File: src/rtl/gb_cart_pkg.sv
// Shared cartridge definitions: responder FSM states, console address
// regions, the external-RAM enable key and the access record type.
package gb_cart_pkg;

    typedef enum logic [0:0] {
        ST_IDLE = 1'b0,
        ST_REQ  = 1'b1
    } mbc_state_e;

    // Console address regions
    localparam logic [15:0] ROM0_END       = 16'h3FFF;
    localparam logic [15:0] ROMX_BASE      = 16'h4000;
    localparam logic [15:0] ROMX_END       = 16'h7FFF;
    localparam logic [15:0] REG_BANK1_BASE = 16'h2000;
    localparam logic [15:0] REG_BANK2_BASE = 16'h4000;
    localparam logic [15:0] REG_MODE_BASE  = 16'h6000;
    localparam logic [15:0] ERAM_BASE      = 16'hA000;
    localparam logic [15:0] ERAM_END       = 16'hBFFF;

    // Low nibble written to the RAM-enable register that opens external RAM
    localparam logic [3:0]  RAM_EN_KEY     = 4'hA;

    // One console access waiting to be (or being) issued to the backing store
    typedef struct packed {
        logic [15:0] addr;
        logic        we;
        logic [7:0]  wdata;
    } cart_acc_t;

    function automatic logic is_rom(input logic [15:0] a);
        return (a <= ROMX_END);
    endfunction

    function automatic logic is_romx(input logic [15:0] a);
        return (a >= ROMX_BASE) && (a > ROM0_END);
    endfunction

    function automatic logic is_eram(input logic [15:0] a);
        return (a >= ERAM_BASE) && (a <= ERAM_END);
    endfunction

endpackage

File: src/rtl/mbc1_bank_regs.sv
// MBC1 bank/mode registers and the console-to-backing-store address map.
// External RAM enable register exists only when MBC1_EXT_RAM_EN is defined.
module mbc1_bank_regs
    import gb_cart_pkg::*;
#(
    parameter int ROM_BANKS = 128,
    parameter int RAM_BANKS = 4
) (
    input  logic        clk,
    input  logic        rst,
    input  logic        reg_we,
    input  logic [15:0] reg_addr,
    input  logic [4:0]  reg_wdata,
    input  logic [15:0] map_addr,
    output logic [21:0] map_mem_addr
`ifdef MBC1_EXT_RAM_EN
    ,
    output logic        ram_en
`endif
);

    localparam logic [6:0] ROM_MASK = 7'(ROM_BANKS - 1);
    localparam logic [1:0] RAM_MASK = 2'(RAM_BANKS - 1);

    logic [4:0] bank1_r;
    logic [1:0] bank2_r;
    logic       mode_r;
    logic [6:0] rom_bank_s;
    logic [1:0] ram_bank_s;

    // Bank and mode registers; a bank1 value of 0 is promoted to 1
    always_ff @(posedge clk or posedge rst) begin
        if (rst) begin
            bank1_r <= 5'd1;
            bank2_r <= 2'd0;
            mode_r  <= 1'b0;
        end else if (reg_we) begin
            if (reg_addr >= REG_MODE_BASE) begin
                mode_r <= reg_wdata[0];
            end else if (reg_addr >= REG_BANK2_BASE) begin
                bank2_r <= reg_wdata[1:0];
            end else if (reg_addr >= REG_BANK1_BASE) begin
                bank1_r <= (reg_wdata == 5'd0) ? 5'd1 : reg_wdata;
            end else begin
                bank1_r <= bank1_r;
            end
        end else begin
            bank1_r <= bank1_r;
        end
    end

`ifdef MBC1_EXT_RAM_EN
    logic ram_en_r;

    // External RAM opens only for the exact enable key in the low nibble
    always_ff @(posedge clk or posedge rst) begin
        if (rst) begin
            ram_en_r <= 1'b0;
        end else if (reg_we && (reg_addr < REG_BANK1_BASE)) begin
            ram_en_r <= (reg_wdata[3:0] == RAM_EN_KEY);
        end else begin
            ram_en_r <= ram_en_r;
        end
    end

    assign ram_en = ram_en_r;
`endif

    // Translate a console address into a ROM or RAM backing-store address
    always_comb begin
        rom_bank_s   = 7'd0;
        ram_bank_s   = 2'd0;
        map_mem_addr = 22'h000000;
        if (is_romx(map_addr)) begin
            rom_bank_s = {bank2_r, bank1_r} & ROM_MASK;
        end else if (mode_r) begin
            rom_bank_s = {bank2_r, 5'b00000} & ROM_MASK;
        end else begin
            rom_bank_s = 7'd0;
        end
        ram_bank_s = (mode_r ? bank2_r : 2'd0) & RAM_MASK;
        if (is_eram(map_addr)) begin
            map_mem_addr = {1'b1, 6'b000000, ram_bank_s, map_addr[12:0]};
        end else begin
            map_mem_addr = {1'b0, rom_bank_s, map_addr[13:0]};
        end
    end

endmodule

File: src/rtl/mbc1_responder.sv
// MBC1 cartridge responder: turns console read/write strobes into register
// updates or single backing-store requests, with one pending slot.
// Optional external RAM path: define MBC1_EXT_RAM_EN.
module mbc1_responder
    import gb_cart_pkg::*;
#(
    parameter int ROM_BANKS = 128,
    parameter int RAM_BANKS = 4
) (
    input  logic        clk,
    input  logic        rst,
    input  logic [15:0] CART_ADDR,
    input  logic [7:0]  CART_DATA_in,
    output logic [7:0]  CART_DATA_out,
    input  logic        CART_RD,
    input  logic        CART_WR,
    output logic [21:0] MEM_ADDR,
    output logic        MEM_REQ,
    output logic        MEM_WE,
    output logic [7:0]  MEM_WDATA,
    input  logic [7:0]  MEM_RDATA,
    input  logic        MEM_ACK,
    output logic        OVERRUN
);

    logic        rd_prev_r, wr_prev_r;
    logic [15:0] last_rd_addr_r;
    logic        rd_evt_s, wr_evt_s, reg_we_s, acc_evt_s;
    cart_acc_t   evt_acc_s, src_acc_s;
    logic        src_valid_s;
    cart_acc_t   pend_acc_r, pend_acc_nxt_s;
    logic        pend_valid_r, pend_valid_nxt_s;
    mbc_state_e  state_r, state_nxt_s;
    logic        mem_req_r, mem_req_nxt_s;
    logic        mem_we_r, mem_we_nxt_s;
    logic [21:0] mem_addr_r, mem_addr_nxt_s;
    logic [7:0]  mem_wdata_r, mem_wdata_nxt_s;
    logic [7:0]  data_out_r, data_out_nxt_s;
    logic        overrun_r, overrun_nxt_s;
    logic [21:0] map_addr_s;
    logic        ram_ok_s;

    mbc1_bank_regs #(
        .ROM_BANKS (ROM_BANKS),
        .RAM_BANKS (RAM_BANKS)
    ) u_bank_regs (
        .clk          (clk),
        .rst          (rst),
        .reg_we       (reg_we_s),
        .reg_addr     (CART_ADDR),
        .reg_wdata    (CART_DATA_in[4:0]),
        .map_addr     (src_acc_s.addr),
        .map_mem_addr (map_addr_s)
`ifdef MBC1_EXT_RAM_EN
        ,
        .ram_en       (ram_ok_s)
`endif
    );

`ifndef MBC1_EXT_RAM_EN
    // Without the RAM path every RAM access behaves as if RAM were disabled
    assign ram_ok_s = 1'b0;
`endif

    // Detect read/write events and classify them as register or memory access
    always_comb begin
        rd_evt_s  = CART_RD && (!rd_prev_r || (CART_ADDR != last_rd_addr_r));
        wr_evt_s  = CART_WR && !wr_prev_r;
        reg_we_s  = wr_evt_s && is_rom(CART_ADDR);
        acc_evt_s = 1'b0;
        if (wr_evt_s) begin
            acc_evt_s = is_eram(CART_ADDR);
        end else if (rd_evt_s) begin
            acc_evt_s = is_rom(CART_ADDR) || is_eram(CART_ADDR);
        end else begin
            acc_evt_s = 1'b0;
        end
        evt_acc_s.addr  = CART_ADDR;
        evt_acc_s.we    = wr_evt_s;
        evt_acc_s.wdata = CART_DATA_in;
        src_acc_s   = pend_valid_r ? pend_acc_r : evt_acc_s;
        src_valid_s = pend_valid_r || acc_evt_s;
    end

    // Strobe history and last read address for event detection
    always_ff @(posedge clk or posedge rst) begin
        if (rst) begin
            rd_prev_r      <= 1'b0;
            wr_prev_r      <= 1'b0;
            last_rd_addr_r <= 16'h0000;
        end else begin
            rd_prev_r <= CART_RD;
            wr_prev_r <= CART_WR;
            if (rd_evt_s) begin
                last_rd_addr_r <= CART_ADDR;
            end else begin
                last_rd_addr_r <= last_rd_addr_r;
            end
        end
    end

    // Next-state and output logic; the pending slot is served before new events
    always_comb begin
        state_nxt_s      = state_r;
        pend_acc_nxt_s   = pend_acc_r;
        pend_valid_nxt_s = pend_valid_r;
        mem_req_nxt_s    = mem_req_r;
        mem_we_nxt_s     = mem_we_r;
        mem_addr_nxt_s   = mem_addr_r;
        mem_wdata_nxt_s  = mem_wdata_r;
        data_out_nxt_s   = data_out_r;
        overrun_nxt_s    = overrun_r;
        case (state_r)
            ST_IDLE: begin
                // a new event takes the slot the pending access is leaving
                if (pend_valid_r && acc_evt_s) begin
                    pend_acc_nxt_s   = evt_acc_s;
                    pend_valid_nxt_s = 1'b1;
                end else begin
                    pend_valid_nxt_s = 1'b0;
                end
                if (src_valid_s) begin
                    if (is_eram(src_acc_s.addr) && !ram_ok_s) begin
                        if (src_acc_s.we) begin
                            data_out_nxt_s = data_out_r;
                        end else begin
                            data_out_nxt_s = 8'hFF;
                        end
                    end else begin
                        state_nxt_s     = ST_REQ;
                        mem_req_nxt_s   = 1'b1;
                        mem_we_nxt_s    = src_acc_s.we;
                        mem_addr_nxt_s  = map_addr_s;
                        mem_wdata_nxt_s = src_acc_s.we ? src_acc_s.wdata : 8'h00;
                    end
                end else begin
                    state_nxt_s = ST_IDLE;
                end
            end
            ST_REQ: begin
                if (MEM_ACK) begin
                    state_nxt_s   = ST_IDLE;
                    mem_req_nxt_s = 1'b0;
                    mem_we_nxt_s  = 1'b0;
                    if (mem_we_r) begin
                        data_out_nxt_s = data_out_r;
                    end else begin
                        data_out_nxt_s = MEM_RDATA;
                    end
                end else begin
                    state_nxt_s = ST_REQ;
                end
                if (acc_evt_s) begin
                    if (pend_valid_r) begin
                        overrun_nxt_s = 1'b1;
                    end else begin
                        pend_acc_nxt_s   = evt_acc_s;
                        pend_valid_nxt_s = 1'b1;
                    end
                end else begin
                    pend_valid_nxt_s = pend_valid_r;
                end
            end
            default: begin
                state_nxt_s      = ST_IDLE;
                mem_req_nxt_s    = 1'b0;
                mem_we_nxt_s     = 1'b0;
                pend_valid_nxt_s = 1'b0;
            end
        endcase
    end

    // State, pending slot and registered outputs
    always_ff @(posedge clk or posedge rst) begin
        if (rst) begin
            state_r      <= ST_IDLE;
            pend_acc_r   <= '{addr: 16'h0000, we: 1'b0, wdata: 8'h00};
            pend_valid_r <= 1'b0;
            mem_req_r    <= 1'b0;
            mem_we_r     <= 1'b0;
            mem_addr_r   <= 22'h000000;
            mem_wdata_r  <= 8'h00;
            data_out_r   <= 8'hFF;
            overrun_r    <= 1'b0;
        end else begin
            state_r      <= state_nxt_s;
            pend_acc_r   <= pend_acc_nxt_s;
            pend_valid_r <= pend_valid_nxt_s;
            mem_req_r    <= mem_req_nxt_s;
            mem_we_r     <= mem_we_nxt_s;
            mem_addr_r   <= mem_addr_nxt_s;
            mem_wdata_r  <= mem_wdata_nxt_s;
            data_out_r   <= data_out_nxt_s;
            overrun_r    <= overrun_nxt_s;
        end
    end

    assign CART_DATA_out = data_out_r;
    assign MEM_REQ       = mem_req_r;
    assign MEM_WE        = mem_we_r;
    assign MEM_ADDR      = mem_addr_r;
    assign MEM_WDATA     = mem_wdata_r;
    assign OVERRUN       = overrun_r;

endmodule

File: config.mk
export PLATFORM = sky130hd
export DESIGN_NAME = mbc1_responder
export DESIGN_NICKNAME = d
export VERILOG_FILES = /design/src/rtl/gb_cart_pkg.sv /design/src/rtl/mbc1_bank_regs.sv /design/src/rtl/mbc1_responder.sv
export SDC_FILE = /design/constraint.sdc
export NUM_CORES = 1
export LEC_CHECK = 0
export CORE_MARGIN = 2
export CORE_UTILIZATION = 46
export DETAILED_ROUTE_END_ITERATION = 16
export PLACE_DENSITY = 0.71
export SKIP_LAST_GASP = 1
export SLEW_MARGIN = 0
export SYNTH_ARGS = -nofsm -noshare
export SYNTH_HDL_FRONTEND = slang
export SYNTH_HIERARCHICAL = 1
export SYNTH_SLANG_ARGS = --single-unit
File: constraint.sdc
create_clock -name clk -period 5.37 [get_ports clk]
set_clock_uncertainty 0.1 [all_clocks]
set_input_delay 0.8055 -clock clk [delete_from_list [all_inputs] [get_ports clk]]
set_output_delay 0.8055 -clock clk [all_outputs]
set_load 0.01 [all_outputs]
==> Word-level counts from Yosys, hierarchy flattened <==
Index checks and enable logic that the tools add are counted.
{ "totals": {"wordCells": 91, "inputBits": 37, "out_inout_bits": 41, "reg_bits": 93} }
{ "op_classes": {"n_lt_le_gt_ge": 10, "eq_ne": 9, "mux": 30, "n_bitwise": 4, "n_reduce_logical": 21} }
{ "op_table": {"columns": ["cell", "count"], "rows": [
  ["2-to-1 mux 25 bit", 3],
  ["case mux 25 bit (2 select lines)", 1],
  [">= comparator 16 x 15 -> 1 bit, second input constant", 3],
  ["2-to-1 mux 8 bit", 6],
  [">= comparator 16 bit, second input constant", 2],
  ["less-or-equal comparator 16 bit, second input constant", 2],
  [">= comparator 16 x 14 -> 1 bit, second input constant", 1],
  ["greater-than comparator 16 x 14 -> 1 bit, second input constant", 1],
  ["less-or-equal comparator 16 x 15 -> 1 bit, second input constant", 1],
  ["inequality test 16 bit", 1],
  ["inequality test 2 bit, second input constant", 8],
  ["case mux 8 bit (2 select lines)", 1],
  ["2-to-1 mux 7 bit", 2],
  ["2-to-1 mux 1 bit", 12],
  ["AND reduction 3 bit", 4],
  ["case mux 1 bit (2 select lines)", 4],
  ["logical AND 1 bit", 7],
  ["logical NOT 5 bit", 1],
  ["2-to-1 mux 5 bit", 1],
  ["AND reduction 5 bit", 1],
  ["inverter 1 bit", 4],
  ["AND reduction 2 bit", 2],
  ["AND reduction 4 bit", 1],
  ["logical OR 1 bit", 3],
  ["logical NOT 1 bit", 2]
]} }

==> Longest topological paths before layout <==
{ "depth": {"depth_word": 8, "ltp_mapped": 8, "ltp_nobuf": 6} }

==> By module <==
The synthesis kept the hierarchy.
{ "by_module_without_submodules": {"columns": ["mod", "area_each_um2", "n_inst", "cells_per_inst", "seq_area_each_um2"], "rows": [
  ["mbc1_responder", 3778.6, 1, 264, 2162.1],
  ["mbc1_bank_regs", 555.5, 1, 54, 201.4]
]} }

==> Least setup slack after synthesis <==
No wires, ideal clock.
{ "synth_timing": {"path_type": "flip-flop to flip-flop", "start": "reg pend_valid_r", "end": "reg mem_addr_r[19], in the netlist MEM_ADDR[19]", "path_stages_with_launch": 9, "path_buffers": 3, "setup_slack_ps": 2857, "arrival_ps": 2288, "synth_period_minus_slack_ps": 2513, "cell_sequence": "dfrtp_1 clkbuf_1 buf_1 clkbuf_1 mux2_2 nor2b_1 nor3_1 nor2b_1 mux2_2"} }
{ "synth_lines": {"columns": ["item", "line", "rtl"], "rows": [
  ["start: declaration", "mbc1_responder.sv:32", "logic pend_valid_r, pend_valid_nxt_s;"],
  ["start signal: assignment", "mbc1_responder.sv:188", "pend_valid_r <= pend_valid_nxt_s;"],
  ["end signal: assignment", "mbc1_responder.sv:191", "mem_addr_r <= mem_addr_nxt_s;"],
  ["end: declaration", "mbc1_responder.sv:36", "logic [21:0] mem_addr_r, mem_addr_nxt_s;"]
]} }

==> Final worst setup path <==
{ "layout_timing": {"start": "in CART_ADDR[15]", "end": "reg mem_addr_r[7], in the netlist MEM_ADDR[7]"} }
{ "layout_between": {"elab_chain_cells": 7, "elab_cells_between_ends": 17} }
{ "layout_lines": {"columns": ["item", "line", "rtl"], "rows": [
  ["start: declaration", "mbc1_responder.sv:12", "input logic [15:0] CART_ADDR,"],
  [">= comparator 16 bit, or another cell as far along", "gb_cart_pkg.sv:39", "return (a >= ERAM_BASE) && (a <= ERAM_END);"],
  ["logical AND 1 bit / logical OR 1 bit (equally long branches)", "gb_cart_pkg.sv:39, mbc1_responder.sv:67", null],
  ["logical OR 1 bit / logical AND 1 bit (equally long branches)", "mbc1_responder.sv:74, mbc1_responder.sv:67", null],
  ["2-to-1 mux 1 bit", "mbc1_responder.sv:73", "end else if (rd_evt_s) begin"],
  ["2-to-1 mux 1 bit", "mbc1_responder.sv:71", "if (wr_evt_s) begin"],
  ["logical OR 1 bit", "mbc1_responder.sv:82", "src_valid_s = pend_valid_r || acc_evt_s;"],
  ["AND reduction 3 bit (no line) *", null, null]
]} }
Mark *: on every way between the ends. The rest lies on a longest branch, timed or not.
A chain may end at the register's enable or synchronous reset.

==> results.json <==
{
  "insertedDiodeCount": 0,
  "numCtsBuffers": 9,
  "core-area_um2": 9196,
  "io_buffers": 77,
  "count_of_hold_fix_buffers_inserted_at_cts": 0,
  "layout_commonest_cell": "sky130_fd_sc_hd__mux2_2",
  "static-leakage-power_nw": 2.231,
  "tritoncts_num_sinks": 94,
  "maxSlewHeadroom_pct": 50.97,
  "cts_repair_resize_count": 0,
  "reg2reg_setup_slack_ns": 2.60,
  "worst_skew_pair.late_latency_ns": 0.35,
  "postSynthAreaPerCell_um2": 13.63,
  "routed_wl_mm": 8.337,
  "total_power_density_per_cell_area_nw_per_um2": 503.2,
  "maximum_number_of_pins_on_one_net_before_global_route_repair": 50,
  "maxClockFrequency_mhz": 316.9,
  "final_nets": 421,
  "cts-htree-levels": 3,
  "dr.pass1.iters": 4,
  "period_share_pct": 58.77,
  "initial_core_util_pct": 47.13,
  "timing.hold.worst.class": "reg2reg",
  "die-area_um2": 10210,
  "cts_root_buf": "sky130_fd_sc_hd__clkbuf_8",
  "setup.worst_path.class": "in2reg",
  "worstPathRequired_ns": 5.51,
  "power.ir.vdd_worst_mv": 0.2898,
  "layout.cells.most_common_list": "sky130_fd_sc_hd__mux2_2 (86), sky130_fd_sc_hd__dfrtp_1 (85), sky130_fd_sc_hd__clkdlybuf4s50_1 (77), sky130_fd_sc_hd__xor2_1 (15), sky130_fd_sc_hd__clkbuf_8 (11)",
  "maxCapViolCount": 0,
  "route.detailed.wl_per_inst_um": 16.67,
  "number_of_design_rule_violations_left_after_detail_routing": 0,
  "postRouteAntennaNets": 0,
  "grtUsageTotal_pct": 17.48,
  "postSynthRegisterBits": 94,
  "synth.largest_area_cell": "sky130_fd_sc_hd__dfrtp_1",
  "netlist.area_leader.share_pct": 49.08,
  "grt_pass1_wl_mm": 13.82,
  "chipHeight_um": 101.1,
  "gr-total-overflow": 0,
  "preCtsSetupSlack_ns": 1.802,
  "post_synth_instance_area_um2": 4334,
  "post_cts_setup_buffer_count": 0,
  "hpwlAfterDp_mm": 5.932,
  "critPathArrivalTime_ns": 3.29,
  "avgViaCountPerCell": 5.244,
  "critPathLaunchType": "input port",
  "fp-row-count": 35,
  "pin_count": 78,
  "setup-tns-final_ns": 0,
  "instances_no_fill": 500,
  "worst_setup_hold_path_clk_slew_ns": 0.10,
  "endpoint_kind": "register",
  "status": "complete, no violations",
  "drtIter0Drc": 56,
  "setup_violations": 0,
  "areaGrowthSynthToFinish_pct": 22.11,
  "synth.yosys.seq_area_share_pct": 54.53,
  "cts_max_path_buffers": 2,
  "timing.critical_path.fanout_max": 27,
  "place_inst": 484,
  "cts_tree": "done",
  "non_filler_cell_area_final_um2": 5293,
  "antenna_violations_before_repair": 0,
  "hold_viol_final": 0,
  "synth_area_leaders": "sky130_fd_sc_hd__dfrtp_1 (49%), sky130_fd_sc_hd__mux2_2 (22%), sky130_fd_sc_hd__dfstp_2 (5.5%), sky130_fd_sc_hd__xor2_1 (3.0%), sky130_fd_sc_hd__buf_4 (2.3%)",
  "placedInstanceArea_um2": 5099,
  "worst_slack_setup_final_ns": 2.214,
  "gp_congestion": 0.7251,
  "slew_viol_final": 0,
  "drive_above_1_share_pct": 32.39,
  "final_core_util_pct": 57.55,
  "post_synth_num_cell_types": 41,
  "rsz0062_at_grt": "no",
  "postSynthNetCount": 355,
  "tightestPinTransition_ns": 0.7306,
  "fp.dieW_um": 101.1,
  "postSynthCellCount": 318,
  "vias": 2622,
  "number_of_global_route_vias_before_repair": 2788,
  "finalWorstPathRequiredPeriod_ns": 3.156,
  "ys_warn_count": 6
}
==> worst max-delay path: stages <==
cell and delay, ns:
sky130_fd_sc_hd__clkdlybuf4s50_1 0.69, sky130_fd_sc_hd__nand2_1 0.14, sky130_fd_sc_hd__o22ai_1 0.25, sky130_fd_sc_hd__o211ai_2 0.21, sky130_fd_sc_hd__a31oi_4 0.37, sky130_fd_sc_hd__buf_4 0.42
sky130_fd_sc_hd__mux2_2 0.38
==> power breakdown <==
group	internal [mW]	total, mW	switching (mW)
clock	0.198	0.451	0.253
combinational	0.637	1.03	0.396
sequential	1.01	1.18	0.170
==> cells in the mapped netlist, drive strengths merged <==
cell     n
a32o     4
a21oi    3
and4bb   2
mux2    92
or3      1
xnor2    2
maj3     1
mux2i    6
and3b    1
nand2b   2
nor2     9
xor2    15
o211ai   1
nor4     4
inv      6
o22ai    1
a31o     1
dfrtp   85
buf     21
o21ai    5
o22a     8
nand3    4
a21o     4
clkbuf   6
nor2b    8
a21boi   1
a211o    1
nand2    9
or2      1
a31oi    2
dfstp    9
nor3     2
nor3b    1
==> logic make-up after synthesis <==
| family | Yosys count | synth area share, % |
|---|---|---|
| AO/OA/AOI/OAI | 31 | 5.889 |
| multiplexers | 98 | 25.64 |
| flip-flops | 94 | 54.53 |
| AND/OR/NAND/NOR | 44 | 5.514 |
| buffers and inverters | 33 | 4.763 |
| XOR/XNOR | 17 | 3.436 |
| adder cells (fa/ha/maj) | 1 | 0.2310 |
==> path summary, 6_finish.rpt <==
kind                                     from                     end  depth (start not counted)
min in group asynchronous                 rst  u_bank_regs/bank1_r[3]                          2
worst min register to register        MEM_REQ                 MEM_REQ                          1
worst min-delay path                  MEM_REQ                 MEM_REQ                          1
worst max-delay path            CART_ADDR[15]             MEM_ADDR[7]                          7
worst max register to register   pend_valid_r             MEM_ADDR[7]                          6
max in group asynchronous                 rst          pend_acc_r[20]                          3
==> per-stage QoR <==
step,hold WS (ns),power (mW)
6_report,0.3987,2.663
5_1_grt,0.4233,2.832
4_1_cts,0.4034,2.691
3_5_place_dp,0.3691,2.240
3_3_place_gp,0.3752,2.210
2_1_floorplan,0.3726,1.819
==> layer usage <==
layer	up-vias	wire length, um	GRT usage [%]
met5	-	0	0
met4	0	148	6.653
met3	13	300	3.121
met2	51	3913	27.76
met1	1308	3975	23.99
li1	1250	-	-
==> final cells by class <==
class,count,area [um^2]
flip-flops and latches,94,2364
repair buffers,82,808.3
well taps,111,138.9
inverters,6,23.77
multi-input cells,191,1764
fillers,777,3904
clock buffers,11,151.4
clock inverters,5,42.54
==> sequential cells by signal, summed over array words and instances (netlist names) <==
| name | flops |
|---|---|
| wr_prev_r | 1 |
| pend_acc_r | 25 |
| MEM_REQ | 1 |
| CART_DATA_out | 8 |
| u_bank_regs/bank1_r | 5 |
| state_r | 1 |
| rd_prev_r | 1 |
| pend_valid_r | 1 |
| u_bank_regs/mode_r | 1 |
| u_bank_regs/bank2_r | 2 |
| last_rd_addr_r | 16 |
| MEM_WE | 1 |
| OVERRUN | 1 |
| MEM_WDATA | 8 |
| MEM_ADDR | 22 |
No activity file was read; power rests on OpenSTA's default activity.
